**src/rtl/regfile_pkg.sv**
```systemverilog
`default_nettype none
// ============================================================================
//  Module      : regfile_pkg
//  Description : Shared state encoding and default sizing for the register
//                file and the factorial datapath that uses it.
//  Revision    : 1.0 - initial release
// ============================================================================
package regfile_pkg;

    localparam int c_DEF_WIDTH = 8;
    localparam int c_DEF_DEPTH = 4;

    typedef enum logic [0:0] {
        ST_IDLE  = 1'b0,
        ST_CLEAR = 1'b1
    } rf_state_e;

endpackage
`default_nettype wire

```
**src/rtl/regfile_clr_seq.sv**
```systemverilog
`default_nettype none
// ============================================================================
//  Module      : regfile_clr_seq
//  Description : Clear sequencer: walks every entry writing zero after reset
//                or on a clear command, and flags busy while doing so.
//  Revision    : 1.0 - initial release
// ============================================================================
module regfile_clr_seq
    import regfile_pkg::*;
#(
    parameter int DEPTH = c_DEF_DEPTH,
    parameter int AW    = $clog2(DEPTH)
) (
    input  logic          clk,
    input  logic          rst,
    input  logic          clr,
    output logic          busy,
    output logic          clr_we,
    output logic [AW-1:0] clr_addr
);

    rf_state_e     r_state_q;
    rf_state_e     w_state_d;
    logic [AW-1:0] r_ptr_q;
    logic [AW-1:0] w_ptr_d;

    always_comb begin
        w_state_d = r_state_q;
        w_ptr_d   = r_ptr_q;
        case (r_state_q)
            ST_IDLE: begin
                if (clr) begin
                    w_state_d = ST_CLEAR;
                    w_ptr_d   = '0;
                end
            end
            ST_CLEAR: begin
                // Pointer wraps back to zero on the final entry.
                w_ptr_d = r_ptr_q + AW'(1);
                if (r_ptr_q == AW'(DEPTH - 1)) begin
                    w_state_d = ST_IDLE;
                end
            end
            default: begin
                w_state_d = ST_CLEAR;
                w_ptr_d   = '0;
            end
        endcase
    end

    always_ff @(posedge clk) begin
        if (rst) begin
            r_state_q <= ST_CLEAR;
            r_ptr_q   <= '0;
        end else begin
            r_state_q <= w_state_d;
            r_ptr_q   <= w_ptr_d;
        end
    end

    // Reset restarts the walk without touching memory itself.
    assign busy     = (r_state_q == ST_CLEAR);
    assign clr_we   = busy && !rst;
    assign clr_addr = r_ptr_q;

endmodule
`default_nettype wire

```
**src/rtl/regfile_param.sv**
```systemverilog
`default_nettype none
// ============================================================================
//  Module      : regfile_param
//  Description : Parametrised register file, one write port, NRD registered
//                read ports with valid flags, bypass and optional zero entry.
//  Revision    : 1.0 - initial release
// ============================================================================
module regfile_param
    import regfile_pkg::*;
#(
    parameter  int WIDTH    = c_DEF_WIDTH,
    parameter  int DEPTH    = c_DEF_DEPTH,
    parameter  int NRD      = 2,
    parameter  int BYPASS   = 1,
    parameter  int ZERO_REG = 0,
    localparam int AW       = $clog2(DEPTH)
) (
    input  logic                 clk,
    input  logic                 rst,
    input  logic                 clr,
    output logic                 busy,
    input  logic                 we,
    input  logic [AW-1:0]        wa,
    input  logic [WIDTH-1:0]     wd,
    input  logic [NRD-1:0]       re,
    input  logic [NRD*AW-1:0]    ra,
    output logic [NRD*WIDTH-1:0] rd,
    output logic [NRD-1:0]       rd_vld
);

    logic             w_busy;
    logic             w_clr_we;
    logic [AW-1:0]    w_clr_addr;
    logic             w_wr_en;
    logic [WIDTH-1:0] r_mem_q [DEPTH];
    logic [WIDTH-1:0] w_mem_d [DEPTH];

    regfile_clr_seq #(
        .DEPTH (DEPTH),
        .AW    (AW)
    ) u_clr_seq (
        .clk      (clk),
        .rst      (rst),
        .clr      (clr),
        .busy     (w_busy),
        .clr_we   (w_clr_we),
        .clr_addr (w_clr_addr)
    );

    assign busy = w_busy;

    // Writes arriving while clearing are dropped, not queued.
    always_comb begin
        w_wr_en = we && !w_busy && !((ZERO_REG != 0) && (wa == '0));
    end

    always_comb begin
        w_mem_d = r_mem_q;
        if (w_clr_we) begin
            w_mem_d[w_clr_addr] = '0;
        end else if (w_wr_en) begin
            w_mem_d[wa] = wd;
        end
    end

    always_ff @(posedge clk) begin
        r_mem_q <= w_mem_d;
    end

    for (genvar gi = 0; gi < NRD; gi++) begin : g_rd_port
        logic [AW-1:0]    w_ra;
        logic [WIDTH-1:0] w_data;
        logic [WIDTH-1:0] w_rd_d;
        logic             w_vld_d;
        logic [WIDTH-1:0] r_rd_q;
        logic             r_vld_q;

        assign w_ra = ra[gi*AW +: AW];

        always_comb begin
            w_data = r_mem_q[w_ra];
            if ((ZERO_REG != 0) && (w_ra == '0)) begin
                w_data = '0;
            end else if ((BYPASS != 0) && w_wr_en && (wa == w_ra)) begin
                w_data = wd;
            end
            w_vld_d = re[gi] && !w_busy;
            w_rd_d  = w_vld_d ? w_data : '0;
        end

        always_ff @(posedge clk) begin
            if (rst) begin
                r_rd_q  <= '0;
                r_vld_q <= 1'b0;
            end else begin
                r_rd_q  <= w_rd_d;
                r_vld_q <= w_vld_d;
            end
        end

        assign rd[gi*WIDTH +: WIDTH] = r_rd_q;
        assign rd_vld[gi]            = r_vld_q;
    end

endmodule
`default_nettype wire

```
**config.mk**
```make
export PLATFORM = sky130hd
export DESIGN_NAME = regfile_param
export DESIGN_NICKNAME = d
export VERILOG_FILES = /design/src/rtl/regfile_pkg.sv /design/src/rtl/regfile_clr_seq.sv /design/src/rtl/regfile_param.sv
export SDC_FILE = /design/constraint.sdc
export NUM_CORES = 1
export LEC_CHECK = 0
export ABC_AREA = 0
export CELL_PAD_IN_SITES_DETAIL_PLACEMENT = 0
export CELL_PAD_IN_SITES_GLOBAL_PLACEMENT = 1
export CORE_AREA = 2 2 88 90
export DETAILED_ROUTE_END_ITERATION = 10
export DIE_AREA = 0 0 90 92
export DONT_BUFFER_PORTS = 1
export GPL_TIMING_DRIVEN = 0
export PLACE_DENSITY_LB_ADDON = 0.1
export SKIP_CTS_REPAIR_TIMING = 1
export SYNTH_ARGS = -nofsm -noshare
export SYNTH_HDL_FRONTEND = slang
export SYNTH_SLANG_ARGS = --single-unit
```
**constraint.sdc**
```tcl
create_clock -name clk -period 2.24 [get_ports clk]
set_clock_uncertainty 0.2 [all_clocks]
set_input_delay 0.336 -clock clk [delete_from_list [all_inputs] [get_ports clk]]
set_output_delay 0.336 -clock clk [all_outputs]
set_load 0.03 [all_outputs]
```
* After elaboration in Yosys (flattened, before gate mapping)
Index checks and enable logic that the tools add are counted.
** Operators by class
- Mux-type cells :: 20
- Order comparisons :: 6
- Add/subtract/negate cells :: 1
- Div/mod/pow operators :: 0
- Bitwise gates (word level) :: 9
- Equality and inequality tests :: 4
- Shifts and indexed selects :: 0
- Reductions and logical operators :: 13
- $mul :: 0
** Operators by type and width (number)
- $mux W32 :: 2
- $mux W8 :: 8
- $and A32 B32 Y32 :: 1
- $bmux W8 S2 :: 2
- $bwmux W32 :: 1
- $demux W8 S2 :: 2
- $not A32 Y32 :: 1
- $ge A3 B3 Y1 const B :: 4
- $not A2 Y3 :: 4
- $logic_and A1 B1 Y1 :: 8
- $lt A3 B1 Y1 const B :: 2
- $eq A2 B2 Y1 :: 2
- $pmux W2 S2 :: 1
- $reduce_or A2 Y1 :: 2
- $not A1 Y1 :: 3
- $add A2 B1 Y2 const B :: 1
- $eq A2 B2 Y1 const B :: 1
- $logic_not A1 Y1 :: 2
- $mux W1 :: 2
- $mux W2 :: 1
- $ne A2 B2 Y1 const B :: 1
- $pmux W1 S2 :: 1
- $reduce_bool A2 Y1 :: 1
** Word-level totals
- Memories :: 0
- Latch bits :: 0
- Memory bits (read-only) :: 0
- Flip-flop bits (word level) :: 53
- Logic and storage cells :: 63
- Input port bits :: 20
- Output and inout bits :: 19
- Memory bits (writable) :: 0

* Depth between registers and ports, before layout
Gate-level depths: netlist (run 1).
- Word-level depth :: 8
- Mapped depth :: 6
- Gate-level depth less buffers :: 4

* By module
From an unflattened synthesis (run 1), not the netlist that was laid out.
** Second synthesis, totals
- Cells, all modules :: 212
- Area, all modules :: 2835.2 sq um
** Modules (own cells, without submodules)
- regfile_param :: cells each 198, area an instance 2700.1 sq um, sequential area each 1321.3 sq um, instances 1
- regfile_clr_seq :: cells each 14, area an instance 135.1 sq um, sequential area each 60.1 sq um, instances 1

* Worst setup path after synthesis (run 1)
No wires, ideal clock.
- Kind :: reg-to-reg
- Start :: reg u_clr_seq.r_state_q, in the netlist u_clr_seq.busy
- End :: reg r_mem_q[24] (netlist bit) (enable)
- Setup slack :: 0.076 ns
- Data arrival time :: 1.578 ns
- Library setup time :: 0.387 ns
- Cell stages (with the launch flop) :: 5
- Path buffers :: 2
- Clock period less this slack :: 2.164 ns
- Data required time :: 1.653 ns
- Cell sequence :: dfxtp_1 -> buf_6 -> nand2b_1 -> buf_2 -> o31ai_1
** Between the ends
- Cells in the longest elaborated chain, start to end :: 3
- Elaborated cells on any way between the ends :: 4
- Classes of those cells :: 4 x reduce/logical
** RTL lines
- start, declared :: line regfile_clr_seq.sv:22 : rf_state_e r_state_q;
- start signal, assigned :: line regfile_clr_seq.sv:56 : r_state_q <= w_state_d;
- $logic_not A1 Y1 :: line regfile_param.sv:54 : w_wr_en = we && !w_busy && !((ZERO_REG != 0) && (wa == '0));
- $logic_and A1 B1 Y1 :: line regfile_param.sv:54
- $reduce_bool A2 Y1 (no source line) (*)
- end signal, assigned :: line regfile_param.sv:67 : r_mem_q <= w_mem_d;
- end, declared :: line regfile_param.sv:35 : logic [WIDTH-1:0] r_mem_q [DEPTH];
Every way passes the cells marked *; elsewhere a longest branch is shown, timed or not.
A chain may end at the register's enable or synchronous reset.

* Worst setup path in the final report (run 1)
- Start :: reg u_clr_seq.r_state_q, in the netlist u_clr_seq.busy
- End :: reg r_mem_q[5] (netlist bit) (enable)
The elaborated chain is that of the path after synthesis.

==> impl_metrics.yaml, run 1 <==
status:
  status: "finished, final reports clean"
grt:
  busiest_layer: "met2"
  met3_usage: 0.0362
  use_met1: 0.208
  grt_first_pass_wirelength_um: 10800
  grt_max_degree: 16
  track_usage: 0.170
  grtUsageMet2: 0.289
  antenna_found_initial: 0
  grt-ovfl-total: 0
  grt_pass1_vias: 2016
clock_network:
  root_buffer: "clkbuf_8"
  cts_tree: "built"
  ctsHtreeMaxLevel: 2
  cts_sinks: 53
  insertion_delay_ns: 0.30
  clk_pin_slew_ns: 0.09
  clock_path_buffers: 2
  cts_buffers: 5
cells_and_area:
  final_layout_size_suffix_gt1_frac: 0.254
  area_growth_pct: 11.4
  layout_common_cells: "a22o_1, edfxtp_1, dfxtp_1"
  fin_nets: 251
  antenna_cells: 0
  post-route-util: 0.427
  layout.cells.non_filler: 330
logic_synthesis:
  synth_area_leaders: "edfxtp_1, dfxtp_1, mux4_2, a22o_1, o31ai_1"
  ys.warnings.count: 0
  yosys.area.top_type: "edfxtp_1"
  syn_area_mm2: 0.00285
  syn_inst: 209
  syn_avg_cell_area_um2: 13.7
  synth_fp_nets: 233
  ys_ff_latch: 53
  ys_seq_area_frac: 0.484
  synth_top_area_share: 0.337
  synth.distinct_cells: 27
sta:
  rsz0062_at_grt: "no"
  setup_ws_ns: 0.117
  totalNegativeSetupSlack_ns: 0
  drv_slew: 0
  hold_slack_ns: 0.0391
  fmax_ghz: 0.471
  setup_viol: 0
  finalHoldViolCount: 0
  post-route-period-util: 0.948
  min_period_ns: 2.12
  slew_headroom: 0.522
  max_slew.worst_pin.slew_ns: 0.712
setup_path:
  path_class: "reg -> reg"
  reg2reg_from: "u_clr_seq.busy"
  required_ns: 1.99
  r2r_cells: 4
  r2r_end: "r_mem_q[5]"
  path_max_fanout: 10
  ff2ff_setup_slack_ns: 0.12
  cp.arrival_ns: 1.87
  startpoint: "u_clr_seq.busy"
  endpoint_kind: "flip-flop"
  cp-start-kind: "flip-flop"
drt:
  dr.pass1.iters: 4
  route.detailed.drc: 0
  routed_wirelength_um: 6950
  wl_per_cell_um: 21.1
  drt_iter0_markers: 171
  num_vias: 1921
  vias_per_cell: 5.82
  antenna_left: 0
power:
  p_leak_uw: 0.00111
  powerDensity_mw_per_mm2: 677
  max-vdd-ir-drop_v: 0.000262
placement:
  io_buffers: 0
  globalplace.congestion: 0.856
  pre_cts_ws_ns: -0.411
  hpwlAfterDp_um: 5330
  dp_cells: 311
min_path:
  holdCritPathClass: "in -> reg"
  hold_start: "wd[6]"
  hold_depth: 1
  hold_end: "r_mem_q[22]"
floorplanning:
  die_x_um: 90
  die-area_mm2: 0.00828
  placementRows: 32
  die_y_um: 92
  ios: 39
  start_util: 0.383
  core_mm2: 0.00745
run:
  drv_cap: 0
synthesized netlist by cell type (all sizes together):
master	instances
o21ai	4
buf	12
clkbuf	1
dfxtp	21
nor2	9
ha	4
o31ai	17
mux4	16
xor2	4
edfxtp	32
xnor2	4
nand4	16
a21oi	19
nor2b	2
a22o	32
nand2	3
inv	5
nor3b	2
nor3	2
nand2b	4
stage by stage:
stage	total power [uW]	instance area, um^2
final	2150	3180
after global routing	2270	3180
after CTS	2150	3060
after detailed placement	1630	2980
after global placement	1620	2980
after floorplan	1520	2850
routing by layer:
metal / vias up / share of wire
li1: 883 / -
met1: 961 / 0.41
met2: 72 / 0.52
met3: 5 / 0.057
met4: 0 / 0.0098
met5: - / 0
critical path, cell delays in order (launching register included):
cell	delay [ns]
dfxtp_1	0.42
buf_6	0.19
nand2b_1	0.15
buf_2	0.20
o21ai_1	0.59
how the worst max path moves through the flow:
stage / endpoint / slack, ns / cells after the start
floorplan: r_mem_q[24] / 0.08 / 4
global placement: r_mem_q[30] / -0.36 / 4
detailed placement: r_mem_q[30] / -0.41 / 4
CTS: r_mem_q[24] / -0.43 / 4
global route: r_mem_q[6] / 0.02 / 4
finish: r_mem_q[5] / 0.12 / 4
sequential cells by signal (all words and copies together) (netlist names):
name,count
u_clr_seq.clr_addr,2
g_rd_port.r_rd_q,16
g_rd_port.r_vld_q,2
u_clr_seq.busy,1
r_mem_q,32
final cells by class:
cell class | instances | area, um^2
fillers | 714 | 4270
flip-flops and latches | 53 | 1380
multi-input cells | 138 | 1350
well taps | 102 | 128
plain buffers | 13 | 116
repair buffers | 11 | 105
clock buffers | 7 | 76.3
inverters | 5 | 18.8
clock inverters | 1 | 5.00
where the power goes:
group	total [uW]	switching [uW]	internal [uW]	leakage [uW]
combinational	423	222	201	0.000576
sequential	1210	76.1	1130	0.000495
clock	522	302	220	0.0000422
total	2150	600	1550	0.00111
logic make-up (layout without fill, tap and decap cells):
kind of cell               Yosys count  count (layout)  share of synthesized area
AOI/OAI and AO/OA                   72              72                      0.183
DFF                                 53              53                      0.484
and+or+nand+nor                     38              38                     0.0881
buffers and inverters               18              37                     0.0473
muxes                               16              16                      0.126
xor gates and xnor gates             8               8                     0.0535
adders and majority gates            4               4                     0.0175
Power figures use the tool's default switching activity.
==> run 2: changes to the inputs <==
--- a/config.mk
+++ b/config.mk
@@ -14,6 +14,7 @@
 export DONT_BUFFER_PORTS = 1
 export GPL_TIMING_DRIVEN = 0
 export PLACE_DENSITY_LB_ADDON = 0.1
+export SETUP_SLACK_MARGIN = 0.02
 export SKIP_CTS_REPAIR_TIMING = 1
 export SYNTH_ARGS = -nofsm -noshare
 export SYNTH_HDL_FRONTEND = slang
==> results of run 2 <==
The final DEF is identical to that of run 1. Status: finished, final reports clean.
==> run 3: changes to the inputs <==
--- a/config.mk
+++ b/config.mk
@@ -9,6 +9,7 @@
 export CELL_PAD_IN_SITES_DETAIL_PLACEMENT = 0
 export CELL_PAD_IN_SITES_GLOBAL_PLACEMENT = 1
 export CORE_AREA = 2 2 88 90
+export CTS_CLUSTER_SIZE = 12
 export DETAILED_ROUTE_END_ITERATION = 10
 export DIE_AREA = 0 0 90 92
 export DONT_BUFFER_PORTS = 1
==> results of run 3 <==
The final DEF is identical to that of run 1. Status: finished, final reports clean.
